--- config.mk ---
export PLATFORM = sky130hd
export DESIGN_NAME = snake_step_ctrl
export DESIGN_NICKNAME = d
export VERILOG_FILES = /design/src/rtl/snake_pkg.sv /design/src/rtl/snake_dir_filter.sv /design/src/rtl/snake_step_ctrl.sv
export SDC_FILE = /design/constraint.sdc
export NUM_CORES = 1
export LEC_CHECK = 0
export ABC_AREA = 1
export BUFFER_PORTS_ARGS = -buffer_cell sky130_fd_sc_hd__buf_4
export CAP_MARGIN = 20
export CELL_PAD_IN_SITES_DETAIL_PLACEMENT = 2
export CELL_PAD_IN_SITES_GLOBAL_PLACEMENT = 2
export CORE_MARGIN = 3
export CORE_UTILIZATION = 25
export CTS_CLUSTER_DIAMETER = 200
export DETAILED_ROUTE_END_ITERATION = 16
export GPL_TIMING_DRIVEN = 0
export PLACE_DENSITY_LB_ADDON = 0.25
export RECOVER_POWER = 25
export SYNTH_ARGS = -nofsm -noshare
export SYNTH_HDL_FRONTEND = slang
export SYNTH_SLANG_ARGS = --single-unit
--- constraint.sdc ---
create_clock -name iCLK -period 2.98 [get_ports iCLK]
set_input_delay 0.894 -clock iCLK [delete_from_list [all_inputs] [get_ports iCLK]]
set_output_delay 0.894 -clock iCLK [all_outputs]
set_load 0.03 [all_outputs]
--- src/rtl/snake_pkg.sv ---
// -----------------------------------------------------------------------------
// snake_pkg
// Shared definitions for the snake game-tick sequencer:
//   - direction encodings (dir_e)
//   - sequencer FSM state enum (state_e)
//   - default playfield geometry and body-store depth
//   - segment record {x, y} as stored in the segment RAM (seg_t)
//   - is_opposite(): true when two directions are direct reversals
// Optional feature macro used by snake_step_ctrl: SNAKE_SELF_COLLIDE_EN.
// -----------------------------------------------------------------------------
package snake_pkg;

    localparam int GRID_W_DEF  = 64;
    localparam int GRID_H_DEF  = 48;
    localparam int MAX_LEN_DEF = 128;
    localparam int XW_DEF      = 6;
    localparam int YW_DEF      = 6;

    // Reversal pairs differ in both bits: 11/00 and 10/01.
    typedef enum logic [1:0] {
        DIR_DOWN  = 2'b00,
        DIR_RIGHT = 2'b01,
        DIR_LEFT  = 2'b10,
        DIR_UP    = 2'b11
    } dir_e;

    typedef enum logic [3:0] {
        ST_IDLE  = 4'd0,
        ST_INIT  = 4'd1,
        ST_WAIT  = 4'd2,
        ST_SCAN  = 4'd3,
        ST_SHIFT = 4'd4,
        ST_HEAD  = 4'd5,
        ST_FOOD  = 4'd6,
        ST_FCHK  = 4'd7,
        ST_OVER  = 4'd8
    } state_e;

    typedef struct packed {
        logic [XW_DEF-1:0] x;
        logic [YW_DEF-1:0] y;
    } seg_t;

    function automatic logic is_opposite(input dir_e a, input dir_e b);
        return ((2'(a) ^ 2'(b)) == 2'b11);
    endfunction

endpackage

--- src/rtl/snake_dir_filter.sv ---
// -----------------------------------------------------------------------------
// snake_dir_filter
// Holds the pending and current movement directions and drops reversal
// requests (a snake may never turn straight back into its own neck).
//   iCLK, iRST_N : clock, asynchronous active-low reset (both dirs -> LEFT)
//   iInit        : game (re)start, forces both directions to LEFT
//   iTake        : accepted game tick; pending becomes current
//   iDir         : requested direction
//   iDirValid    : iDir qualifier, accepted in any sequencer state
//   oDir_Next    : direction the next accepted tick will move in (pending)
// -----------------------------------------------------------------------------
module snake_dir_filter
    import snake_pkg::*;
(
    input  logic iCLK,
    input  logic iRST_N,
    input  logic iInit,
    input  logic iTake,
    input  dir_e iDir,
    input  logic iDirValid,
    output dir_e oDir_Next
);

    dir_e cur_q, cur_d;
    dir_e pend_q, pend_d;
    dir_e cmp_ref;
    logic accept;

    always_comb begin
        // On the tick cycle the pending value is about to become current, so
        // a same-cycle request is judged against it; otherwise two quick
        // requests could reverse the snake across consecutive ticks.
        cmp_ref = iTake ? pend_q : cur_q;
        accept  = iDirValid && !is_opposite(iDir, cmp_ref);
        cur_d   = cur_q;
        pend_d  = pend_q;
        if (iTake) begin
            cur_d = pend_q;
        end
        if (accept) begin
            pend_d = iDir;
        end
        if (iInit) begin
            cur_d  = DIR_LEFT;
            pend_d = DIR_LEFT;
        end
    end

    always_ff @(posedge iCLK or negedge iRST_N) begin
        if (!iRST_N) begin
            cur_q  <= DIR_LEFT;
            pend_q <= DIR_LEFT;
        end else begin
            cur_q  <= cur_d;
            pend_q <= pend_d;
        end
    end

    assign oDir_Next = pend_q;

endmodule

--- src/rtl/snake_step_ctrl.sv ---
// -----------------------------------------------------------------------------
// snake_step_ctrl
// Game-tick sequencer for the snake body store. Owns the single-port segment
// RAM (address 0 = head) and performs one update per accepted game tick:
// step head with wrap, optional self-collision scan, body shift, head write,
// growth, and the food respawn handshake with the LFSR food generator.
//
// Ports:
//   iCLK, iRST_N          clock, asynchronous active-low reset
//   iStart                start/restart pulse (honoured in IDLE and OVER only)
//   iTick                 game tick pulse (honoured in WAIT only, not queued)
//   iDir, iDirValid       direction request (11 up, 00 down, 10 left, 01 right)
//   oRam_Addr/WData/We    segment RAM port, data = {x, y}
//   iRam_RData            RAM read data, one cycle after the address
//   oFood_Req, iFood_Ack  food request / one-cycle candidate valid
//   iFood_X, iFood_Y      food candidate from the generator
//   oFood_X/Y, oFood_Valid placed food
//   oHead_X/Y, oLength    current head and length
//   oBusy                 update in progress; RAM stable only while 0
//   oGameOver             game ended by self-collision
//
// Build option: define SNAKE_SELF_COLLIDE_EN to include the self-collision
// scan (SCAN state). Without it the snake passes through itself.
// -----------------------------------------------------------------------------
module snake_step_ctrl
    import snake_pkg::*;
#(
    parameter int GRID_W   = GRID_W_DEF,
    parameter int GRID_H   = GRID_H_DEF,
    parameter int XW       = XW_DEF,
    parameter int YW       = YW_DEF,
    parameter int MAX_LEN  = MAX_LEN_DEF,
    parameter int LW       = 8,
    parameter int INIT_LEN = 4
) (
    input  logic            iCLK,
    input  logic            iRST_N,
    input  logic            iStart,
    input  logic            iTick,
    input  logic [1:0]      iDir,
    input  logic            iDirValid,
    output logic [LW-1:0]   oRam_Addr,
    output logic [XW+YW-1:0] oRam_WData,
    output logic            oRam_We,
    input  logic [XW+YW-1:0] iRam_RData,
    output logic            oFood_Req,
    input  logic            iFood_Ack,
    input  logic [XW-1:0]   iFood_X,
    input  logic [YW-1:0]   iFood_Y,
    output logic [XW-1:0]   oFood_X,
    output logic [YW-1:0]   oFood_Y,
    output logic            oFood_Valid,
    output logic [XW-1:0]   oHead_X,
    output logic [YW-1:0]   oHead_Y,
    output logic [LW-1:0]   oLength,
    output logic            oBusy,
    output logic            oGameOver
);

    localparam logic [XW-1:0] X_MAX = XW'(GRID_W - 1);
    localparam logic [YW-1:0] Y_MAX = YW'(GRID_H - 1);
    localparam logic [XW-1:0] X_MID = XW'(GRID_W / 2);
    localparam logic [YW-1:0] Y_MID = YW'(GRID_H / 2);

    state_e          state_q, state_d;
    logic [LW-1:0]   len_q, len_d;
    logic [LW-1:0]   idx_q, idx_d;
    logic [LW-1:0]   end_q, end_d;
    logic [XW-1:0]   head_x_q, head_x_d, new_x_q, new_x_d;
    logic [YW-1:0]   head_y_q, head_y_d, new_y_q, new_y_d;
    logic [XW-1:0]   cand_x_q, cand_x_d, food_x_q, food_x_d;
    logic [YW-1:0]   cand_y_q, cand_y_d, food_y_q, food_y_d;
    logic            grow_q, grow_d;
    logic            ate_q, ate_d;
    logic            shift_ph_q, shift_ph_d;
    logic            rd_v_q, rd_v_d;
    logic            rd_last_q, rd_last_d;
    logic            food_valid_q, food_valid_d;
    logic            over_q, over_d;

    logic [XW-1:0]   step_x;
    logic [YW-1:0]   step_y;
    logic            step_food, step_grow;
    logic [LW-1:0]   step_last;
    dir_e            dir_next;
    logic            dir_take, dir_init;
    logic [XW+YW-1:0] scan_ref;
    logic            scan_hit, scan_done, food_in_grid;
    logic [LW-1:0]   ram_addr;
    logic [XW+YW-1:0] ram_wdata;
    logic            ram_we;

    snake_dir_filter u_dir (
        .iCLK      (iCLK),
        .iRST_N    (iRST_N),
        .iInit     (dir_init),
        .iTake     (dir_take),
        .iDir      (dir_e'(iDir)),
        .iDirValid (iDirValid),
        .oDir_Next (dir_next)
    );

    // Candidate head for the next tick, with playfield wrap, plus the
    // eat/grow decision and the last body index that must be checked/moved.
    always_comb begin
        step_x = head_x_q;
        step_y = head_y_q;
        case (dir_next)
            DIR_LEFT:  step_x = (head_x_q == '0)    ? X_MAX : head_x_q - XW'(1);
            DIR_RIGHT: step_x = (head_x_q == X_MAX) ? '0    : head_x_q + XW'(1);
            DIR_UP:    step_y = (head_y_q == '0)    ? Y_MAX : head_y_q - YW'(1);
            default:   step_y = (head_y_q == Y_MAX) ? '0    : head_y_q + YW'(1);
        endcase
        step_food = food_valid_q && (step_x == food_x_q) && (step_y == food_y_q);
        // At full length food is still consumed (respawned) but no growth.
        step_grow = step_food && (len_q < LW'(MAX_LEN));
        // Without growth the tail cell vacates this tick, so it is neither
        // a collision nor moved.
        step_last = step_grow ? (len_q - LW'(1)) : (len_q - LW'(2));
    end

    // Pipelined scan compare: rd_v_q marks that iRam_RData holds the word
    // addressed last cycle; rd_last_q marks it as the final one.
    always_comb begin
        scan_ref     = (state_q == ST_FCHK) ? {cand_x_q, cand_y_q} : {new_x_q, new_y_q};
        scan_hit     = rd_v_q && (iRam_RData == scan_ref);
        scan_done    = rd_v_q && rd_last_q;
        food_in_grid = (int'(iFood_X) < GRID_W) && (int'(iFood_Y) < GRID_H);
    end

    always_comb begin
        state_d      = state_q;
        len_d        = len_q;
        idx_d        = idx_q;
        end_d        = end_q;
        head_x_d     = head_x_q;
        head_y_d     = head_y_q;
        new_x_d      = new_x_q;
        new_y_d      = new_y_q;
        cand_x_d     = cand_x_q;
        cand_y_d     = cand_y_q;
        food_x_d     = food_x_q;
        food_y_d     = food_y_q;
        food_valid_d = food_valid_q;
        grow_d       = grow_q;
        ate_d        = ate_q;
        shift_ph_d   = shift_ph_q;
        over_d       = over_q;
        rd_v_d       = 1'b0;
        rd_last_d    = 1'b0;
        ram_addr     = '0;
        ram_wdata    = '0;
        ram_we       = 1'b0;
        dir_take     = 1'b0;
        dir_init     = 1'b0;

        case (state_q)
            ST_IDLE, ST_OVER: begin
                if (iStart) begin
                    state_d      = ST_INIT;
                    dir_init     = 1'b1;
                    idx_d        = '0;
                    head_x_d     = X_MID;
                    head_y_d     = Y_MID;
                    len_d        = LW'(INIT_LEN);
                    over_d       = 1'b0;
                    food_valid_d = 1'b0;
                    food_x_d     = '0;
                    food_y_d     = '0;
                end
            end

            ST_INIT: begin
                // Horizontal snake facing left: head at the centre, body to the right.
                ram_addr  = idx_q;
                ram_we    = 1'b1;
                ram_wdata = {X_MID + XW'(idx_q), Y_MID};
                if (idx_q == LW'(INIT_LEN - 1)) begin
                    state_d = ST_FOOD;
                end else begin
                    idx_d = idx_q + LW'(1);
                end
            end

            ST_WAIT: begin
                if (iTick) begin
                    dir_take = 1'b1;
                    new_x_d  = step_x;
                    new_y_d  = step_y;
                    grow_d   = step_grow;
                    ate_d    = step_food;
                    end_d    = step_last;
`ifdef SNAKE_SELF_COLLIDE_EN
                    state_d    = ST_SCAN;
                    idx_d      = '0;
`else
                    state_d    = ST_SHIFT;
                    idx_d      = step_last + LW'(1);
                    shift_ph_d = 1'b0;
`endif
                end
            end

`ifdef SNAKE_SELF_COLLIDE_EN
            ST_SCAN: begin
                if (idx_q <= end_q) begin
                    ram_addr  = idx_q;
                    rd_v_d    = 1'b1;
                    rd_last_d = (idx_q == end_q);
                    idx_d     = idx_q + LW'(1);
                end
                if (scan_hit) begin
                    state_d = ST_OVER;
                    over_d  = 1'b1;
                end else if (scan_done) begin
                    state_d    = ST_SHIFT;
                    idx_d      = end_q + LW'(1);
                    shift_ph_d = 1'b0;
                end
            end
`endif

            ST_SHIFT: begin
                // Phase 0 reads segment idx-1, phase 1 writes it to idx.
                if (!shift_ph_q) begin
                    ram_addr   = idx_q - LW'(1);
                    shift_ph_d = 1'b1;
                end else begin
                    ram_addr   = idx_q;
                    ram_we     = 1'b1;
                    ram_wdata  = iRam_RData;
                    shift_ph_d = 1'b0;
                    if (idx_q == LW'(1)) begin
                        state_d = ST_HEAD;
                    end else begin
                        idx_d = idx_q - LW'(1);
                    end
                end
            end

            ST_HEAD: begin
                ram_addr  = '0;
                ram_we    = 1'b1;
                ram_wdata = {new_x_q, new_y_q};
                head_x_d  = new_x_q;
                head_y_d  = new_y_q;
                if (grow_q) begin
                    len_d = len_q + LW'(1);
                end
                if (ate_q) begin
                    state_d      = ST_FOOD;
                    food_valid_d = 1'b0;
                end else begin
                    state_d = ST_WAIT;
                end
            end

            ST_FOOD: begin
                food_valid_d = 1'b0;
                if (iFood_Ack && food_in_grid) begin
                    cand_x_d = iFood_X;
                    cand_y_d = iFood_Y;
                    idx_d    = '0;
                    end_d    = len_q - LW'(1);
                    state_d  = ST_FCHK;
                end
            end

            ST_FCHK: begin
                if (idx_q <= end_q) begin
                    ram_addr  = idx_q;
                    rd_v_d    = 1'b1;
                    rd_last_d = (idx_q == end_q);
                    idx_d     = idx_q + LW'(1);
                end
                if (scan_hit) begin
                    state_d = ST_FOOD;
                end else if (scan_done) begin
                    food_x_d     = cand_x_q;
                    food_y_d     = cand_y_q;
                    food_valid_d = 1'b1;
                    state_d      = ST_WAIT;
                end
            end

            default: begin
                state_d = ST_IDLE;
            end
        endcase
    end

    always_ff @(posedge iCLK or negedge iRST_N) begin
        if (!iRST_N) begin
            state_q      <= ST_IDLE;
            len_q        <= '0;
            idx_q        <= '0;
            end_q        <= '0;
            head_x_q     <= '0;
            head_y_q     <= '0;
            new_x_q      <= '0;
            new_y_q      <= '0;
            cand_x_q     <= '0;
            cand_y_q     <= '0;
            food_x_q     <= '0;
            food_y_q     <= '0;
            food_valid_q <= 1'b0;
            grow_q       <= 1'b0;
            ate_q        <= 1'b0;
            shift_ph_q   <= 1'b0;
            rd_v_q       <= 1'b0;
            rd_last_q    <= 1'b0;
            over_q       <= 1'b0;
        end else begin
            state_q      <= state_d;
            len_q        <= len_d;
            idx_q        <= idx_d;
            end_q        <= end_d;
            head_x_q     <= head_x_d;
            head_y_q     <= head_y_d;
            new_x_q      <= new_x_d;
            new_y_q      <= new_y_d;
            cand_x_q     <= cand_x_d;
            cand_y_q     <= cand_y_d;
            food_x_q     <= food_x_d;
            food_y_q     <= food_y_d;
            food_valid_q <= food_valid_d;
            grow_q       <= grow_d;
            ate_q        <= ate_d;
            shift_ph_q   <= shift_ph_d;
            rd_v_q       <= rd_v_d;
            rd_last_q    <= rd_last_d;
            over_q       <= over_d;
        end
    end

    assign oRam_Addr   = ram_addr;
    assign oRam_WData  = ram_wdata;
    assign oRam_We     = ram_we;
    assign oFood_Req   = (state_q == ST_FOOD);
    assign oFood_X     = food_x_q;
    assign oFood_Y     = food_y_q;
    assign oFood_Valid = food_valid_q;
    assign oHead_X     = head_x_q;
    assign oHead_Y     = head_y_q;
    assign oLength     = len_q;
    assign oBusy       = !((state_q == ST_IDLE) || (state_q == ST_WAIT) || (state_q == ST_OVER));
    assign oGameOver   = over_q;

endmodule

== Yosys cells after proc, flatten, opt, wreduce, memory -nomap -nowiden ==
Cells that the tools add are included.
W data, S select, Z words.

* Add/subtract/negate cells: 11
* Order comparisons: 3
* Equality and inequality tests: 33
* Mux-type cells: 70
* Bitwise gates (word level): 1
* Reduce and logical (&&, ||, !) cells: 34

{| class="wikitable"
|+ Operators by type and width
! operator !! count
|-
| $mux W8 || 14
|-
| $pmux W6 S2 || 6
|-
| $mux W6 || 11
|-
| $pmux W8 S6 || 1
|-
| $pmux W12 S3 || 1
|-
| $mux W4 || 8
|-
| $pmux W8 S2 || 2
|-
| $pmux W4 S7 || 1
|-
| $add A8 B1 Y8 const B || 3
|-
| $mux W12 || 2
|-
| $pmux W8 S3 || 1
|-
| $ne A2 B2 Y1 const B || 11
|-
| $eq A4 B3 Y1 const B || 4
|-
| $sub A8 B1 Y8 const B || 2
|-
| $mux W1 || 15
|-
| $add A6 B1 Y6 const B || 2
|-
| $eq A12 B12 Y1 || 1
|-
| $eq A6 B6 Y1 || 2
|-
| $eq A6 B6 Y1 const B || 2
|-
| $logic_not A6 Y1 || 2
|-
| $sub A6 B1 Y6 const B || 2
|-
| $reduce_bool A2 Y1 || 5
|-
| $eq A8 B1 Y1 const B || 1
|-
| $eq A8 B2 Y1 const B || 1
|-
| 31 further kinds || 52
|}

* Bits in registers: 86
* Input port bits: 32
* Output and inout bits: 57
* Word-level logic and storage cells: 172

== Logic depth before layout (Yosys ltp) ==
* Depth after elaboration: 11
* Depth in mapped cells: 26
* Mapped depth without buffers: 26

== Hierarchy ==
Synthesis repeated with hierarchy kept, for this count alone.

* Cell total of the unflattened synthesis: 963
* Area total of the unflattened synthesis: 6505.0 um^2

{| class="wikitable"
|+ Modules (own cells, without submodules)
! module !! instances !! cells each !! area each (um^2)
|-
| snake_step_ctrl || 1 || 929 || 6269.8
|-
| snake_dir_filter || 1 || 34 || 235.2
|}

== Worst setup path after synthesis ==
OpenSTA, ideal clock, no wires.

* Path type: reg-to-reg
* Start point: reg head_x_q[0], in the netlist oHead_X[0]
* End point: reg idx_q[2]
* Data arrival time: 3051 ps
* Setup slack: -198 ps
* Cell stages (with the launch flop): 23
* Period minus slack after synthesis: 3178 ps
* Path through: dfrtp_1 inv_1 ha_1 nand2_1 nand3_1 o21ai_0 nand2_1 nand2_1 nand3_1 nor2_1 nand2_1 nor3_4 nand3_2 nand2_1 nand3_1 nand2_2 inv_1 ha_1 or2_2 nand3_1 o21ai_0 nand2_1 o21ai_0

* Word-level cells in the longest chain between the ends: 11

{| class="wikitable"
|+ Ends and longest elaborated chain
! item !! RTL line !! text
|-
| start, declared || snake_step_ctrl.sv:69 || <nowiki>logic [XW-1:0] head_x_q, head_x_d, new_x_q, new_x_d;</nowiki>
|-
| start signal, assigned || snake_step_ctrl.sv:298 || <nowiki>head_x_q <= '0;</nowiki>
|-
| start signal, assigned || snake_step_ctrl.sv:318 || <nowiki>head_x_q <= head_x_d;</nowiki>
|-
| $add A6 B1 Y6, or another cell as far along || snake_step_ctrl.sv:110 || <nowiki>DIR_RIGHT: step_x = (head_x_q == X_MAX) ? '0 : head_x_q + XW'(1);</nowiki>
|-
| $mux W6, on equally long branches || snake_step_ctrl.sv:110, snake_step_ctrl.sv:109 ||
|-
| $pmux W6 S2 (*) || snake_step_ctrl.sv:108 || <nowiki>case (dir_next)</nowiki>
|-
| $eq A6 B6 Y1 (*) || snake_step_ctrl.sv:114 || <nowiki>step_food = food_valid_q && (step_x == food_x_q) && (step_y == food_y_q);</nowiki>
|-
| $logic_and A1 B1 Y1 (*) (2 in series) || snake_step_ctrl.sv:114 ||
|-
| $logic_and A1 B1 Y1 (*) || snake_step_ctrl.sv:116 || <nowiki>step_grow = step_food && (len_q < LW'(MAX_LEN));</nowiki>
|-
| $mux W8 (*) || snake_step_ctrl.sv:119 || <nowiki>step_last = step_grow ? (len_q - LW'(1)) : (len_q - LW'(2));</nowiki>
|-
| $add A8 B1 Y8 (*) || snake_step_ctrl.sv:198 || <nowiki>idx_d = step_last + LW'(1);</nowiki>
|-
| $mux W8 (*) || snake_step_ctrl.sv:186 || <nowiki>if (iTick) begin</nowiki>
|-
| $pmux W8 S6 (*) || snake_step_ctrl.sv:157 || <nowiki>case (state_q)</nowiki>
|-
| end signal, assigned || snake_step_ctrl.sv:316 || <nowiki>idx_q <= idx_d;</nowiki>
|-
| end, declared || snake_step_ctrl.sv:67 || <nowiki>logic [LW-1:0] idx_q, idx_d;</nowiki>
|}

Mark *: on every way between the ends. The rest lies on a longest branch, timed or not. The select of a mux whose other input is x is not followed.
A chain may end at the register's enable or synchronous reset.

== Final worst setup path ==
* Start point: reg u_dir.pend_q[1], in the netlist u_dir.oDir_Next[1]
* End point: reg idx_q[2]

* Word-level cells in the longest chain between the ends: 10

{| class="wikitable"
|+ Ends and longest elaborated chain
! item !! RTL line !! text
|-
| start, declared || snake_dir_filter.sv:25 || <nowiki>dir_e pend_q, pend_d;</nowiki>
|-
| start signal, assigned || snake_dir_filter.sv:55 || <nowiki>pend_q <= pend_d;</nowiki>
|-
| $eq A2 B1 Y1 or $eq A2 B2 Y1 (tied branches) || snake_step_ctrl.sv:108 ||
|-
| $reduce_or A2 Y1 (no source line) or $pmux W6 S2 (tied branches) || n/a ||
|-
| $pmux W6 S2 or $eq A6 B6 Y1 (tied branches) || snake_step_ctrl.sv:108, snake_step_ctrl.sv:114 ||
|-
| $eq A6 B6 Y1 or $logic_and A1 B1 Y1 (tied branches) || snake_step_ctrl.sv:114 ||
|-
| $logic_and A1 B1 Y1 (*) || snake_step_ctrl.sv:114 ||
|-
| $logic_and A1 B1 Y1 (*) || snake_step_ctrl.sv:116 ||
|-
| $mux W8 (*) || snake_step_ctrl.sv:119 ||
|-
| $add A8 B1 Y8 (*) || snake_step_ctrl.sv:198 ||
|-
| $mux W8 (*) || snake_step_ctrl.sv:186 ||
|-
| $pmux W8 S6 (*) || snake_step_ctrl.sv:157 ||
|}

Marks and branches as above.

==> impl_metrics.toml <==
[run_status]
status = "finished with violations"
violations = "max-capacitance violations, max-slew violations, negative setup slack"

[sta]
fin_skew_ns = 0.01551
layout_setup_ws_ns = -0.4639
setup_viol = 17
grt_setup_unrepaired = "yes"
fmax_mhz = 290.4
min_period_ns = 3.444
hold_violations = 0
worstMarginPinSlew_ns = 1.582
report.final.slew_viol_count = 28
max_slew_margin = -0.05473
timing.final.crit_share = 1.156

[global_routing]
grtUsageTotal = 0.2068
grt_pass1_wl_um = 42810
grt_pass1_vias = 7361
grt_overflow = 0
grt_antenna_before_repair = 0
grt_max_degree = 60

[yosys]
syn-num-nets = 972
syn_inst = 915
netlist-cell-type-count = 48
yosysTopAreaCell = "dfrtp_1"
synth_area_leaders = "dfrtp_1 34%, nand2_1 17%, inv_1 6.9%, o21ai_0 6.1%, nand3_1 5.3%"
syn_avg_cell_area_sq_um = 6.761
synth_area_sq_mm = 0.006186
synth_top_area_share = 0.3358
yosysSeqAreaShare = 0.3443
ys_ff_latch = 85
yosys_warnings = 0

[route]
via_per_inst = 4.971
route.vias.total = 6944
drt_iter0_drc = 328
drt-wirelength-per-cell_um = 19.98
wirelength_um = 27920
drt-pass1-iter-count = 4
drc = 0
ant_nets = 0

[cts]
ctsHtreeMaxLevel = 3
cts.sinks = 85
cts_made_buffers = 9
cts_tree = "built"
clk_pin_slew_ns = 0.07
cts_root_buffer = "clkbuf_16"
clockBufferDepth = 2
hold_buffers = 0
clk_latency_ns = 0.37

[die]
die_w_um = 163.3
die_area_sq_mm = 0.02667
ios = 89
core.rowCount = 56
initial_core_util = 0.2589
core-area_sq_mm = 0.02389
die_y_um = 163.3

[placed_design]
numPortBuffers = 87
hpwl_um = 20230
dpl.cell_count = 1322
gp_congestion = 0.8241
pre_cts_slack_ns = -0.9359

[worst_setup_path]
start_kind = "register"
cp.required_ns = 3.21
cp_max_fo = 7
crit_path_end_kind = "register"
regToRegStartpoint = "u_dir.oDir_Next[1]$_DFFE_PN1P_"
critPathKind = "register to register"
critPathArrivalTime_ns = 3.68
cp-startpoint = "u_dir.oDir_Next[1]$_DFFE_PN1P_"

[power]
peakVddDrop_v = 0.0003191
powerDensity_mw_per_mm2 = 1251
leakagePower_nw = 4.109

[cells_and_area]
layout_common_cells = "261 x nand2_1, 136 x buf_4, 104 x inv_1"
layout_commonest_cell = "nand2_1"
fin_cells = 1397
drive_above_1_share = 0.2904
diodes = 0
final_nets = 1130
n_fill_cell = 2803
area_growth_pct = 39.99

[job]
drv_cap = 1

[worst_hold_path]
hp-start = "cand_y_q[0]$_DFFE_PN0P_"
hold_path.class = "register to register"
[cell usage after synthesis (all sizes together)]
library cell	count
nand2	298
dfstp	2
o211ai	6
a31oi	5
clkinv	5
xor2	20
or2	4
ha	25
a22oi	6
a2111oi	1
a21oi	26
o2111ai	2
nor3b	1
a211oi	2
conb	1
o21ai	81
o221ai	6
nand4	14
buf	11
nor4	2
o21bai	1
nor3	7
nor2	78
xnor2	3
inv	117
nand3b	3
and3	1
a32oi	1
o22ai	20
a221oi	1
dfrtp	83
nand3	68
mux2	1
clkbuf	13
[report_power, final]
part           internal (mW)  switching [mW]
clock network          0.702           0.541
registers               1.62           0.504
logic                   2.75            4.72
total                   5.07            5.77
[layer usage]
metal / vias up / GRT usage / share of wire
met5: - / 0 / 0
met2: 116 / 0.3397 / 0.48
met1: 3507 / 0.2945 / 0.48
met4: 0 / 0.04037 / 0.015
met3: 26 / 0.02409 / 0.030
li1: 3295 / - / -
[sequential cells by signal, summed over array words and instances (netlist names), 2 cells and up]
name and flops:
end_q 8, idx_q 8, oLength 8, cand_x_q 6, cand_y_q 6, new_x_q 6
new_y_q 6, oFood_X 6, oFood_Y 6, oHead_X 6, oHead_Y 6, state_q 3
u_dir.cur_q 2, u_dir.oDir_Next 2
[worst paths after layout]
| path | cells after the start | endpoint | slack (ns) |
|---|---|---|---|
| setup / recovery | 20 | idx_q[2]$_DFFE_PN0P_ | -0.46 |
| hold / removal | 2 | cand_y_q[0]$_DFFE_PN0P_ | 0.47 |
| setup reg to reg | 20 | idx_q[2]$_DFFE_PN0P_ | -0.46 |
| hold reg to reg | 2 | cand_y_q[0]$_DFFE_PN0P_ | 0.47 |
| max in group asynchronous | 2 | oHead_Y[0]$_DFFE_PN0P_ | 0.24 |
| min in group asynchronous | 1 | oHead_X[2]$_DFFE_PN0P_ | 0.91 |
[layout make-up]
class | instances | area, sq um | area share
Multi-Input combinational cell | 684 | 3969 | 0.4583
Tap cell | 319 | 399.1 | 0.04609
Timing Repair Buffer | 147 | 1171 | 0.1352
Inverter | 122 | 488.0 | 0.05635
Sequential cell | 85 | 2143 | 0.2475
Buffer | 24 | 177.7 | 0.02052
Clock inverter | 4 | 55.05 | 0.006357
Clock buffer | 12 | 256.5 | 0.02962
[cell families after synthesis]
| kind of cell | count (synthesis) | synth area share |
|---|---|---|
| buffers and inverters | 146 | 0.09325 |
| xor gates and xnor gates | 23 | 0.03257 |
| adders and majority gates | 25 | 0.05057 |
| muxes | 1 | 0.001820 |
| AOI/OAI and AO/OA | 158 | 0.1462 |
| DFF | 85 | 0.3443 |
| other | 1 | 0.0006062 |
| and+or+nand+nor | 476 | 0.3307 |
[repair_timing]
action	in CTS	in global routing
resized for setup	109	73
setup endpoints to repair	51	57
gates cloned	1	0
pin swaps	40	38
buffers inserted	40	20
[critical path, stage by stage, from the launching register on]
cell	delay [ns]
dfstp_2	0.59
inv_4	0.06
ha_4	0.35
clkinvlp_4	0.23
a21oi_2	0.20
nand2_2	0.08
nand2_2	0.07
nand2_2	0.06
nand2_4	0.09
nand2_4	0.05
nor3_4	0.28
buf_6	0.16
nand4_1	0.16
nand3_4	0.17
nand2_4	0.08
ha_4	0.17
or2_4	0.23
nand3_2	0.07
o21ai_1	0.07
nand2_1	0.06
o21ai_1	0.06
[stage by stage]
stage	utilization	hold slack, ns	cell area [sq um]	setup TNS [ns]	power, mW
2_1_floorplan	-	0.4422	6193	-0.07807	5.696
3_3_place_gp	0.3033	0.4596	7246	-21.34	7.633
3_5_place_dp	0.3044	0.4612	7273	-22.14	7.784
4_1_cts	0.3475	0.4762	8303	-4.408	10.19
5_1_grt	0.3624	0.4957	8660	-19.08	11.66
6_report	0.3624	0.4731	8660	-4.970	10.84
No activity file was read; power rests on OpenSTA's default activity.
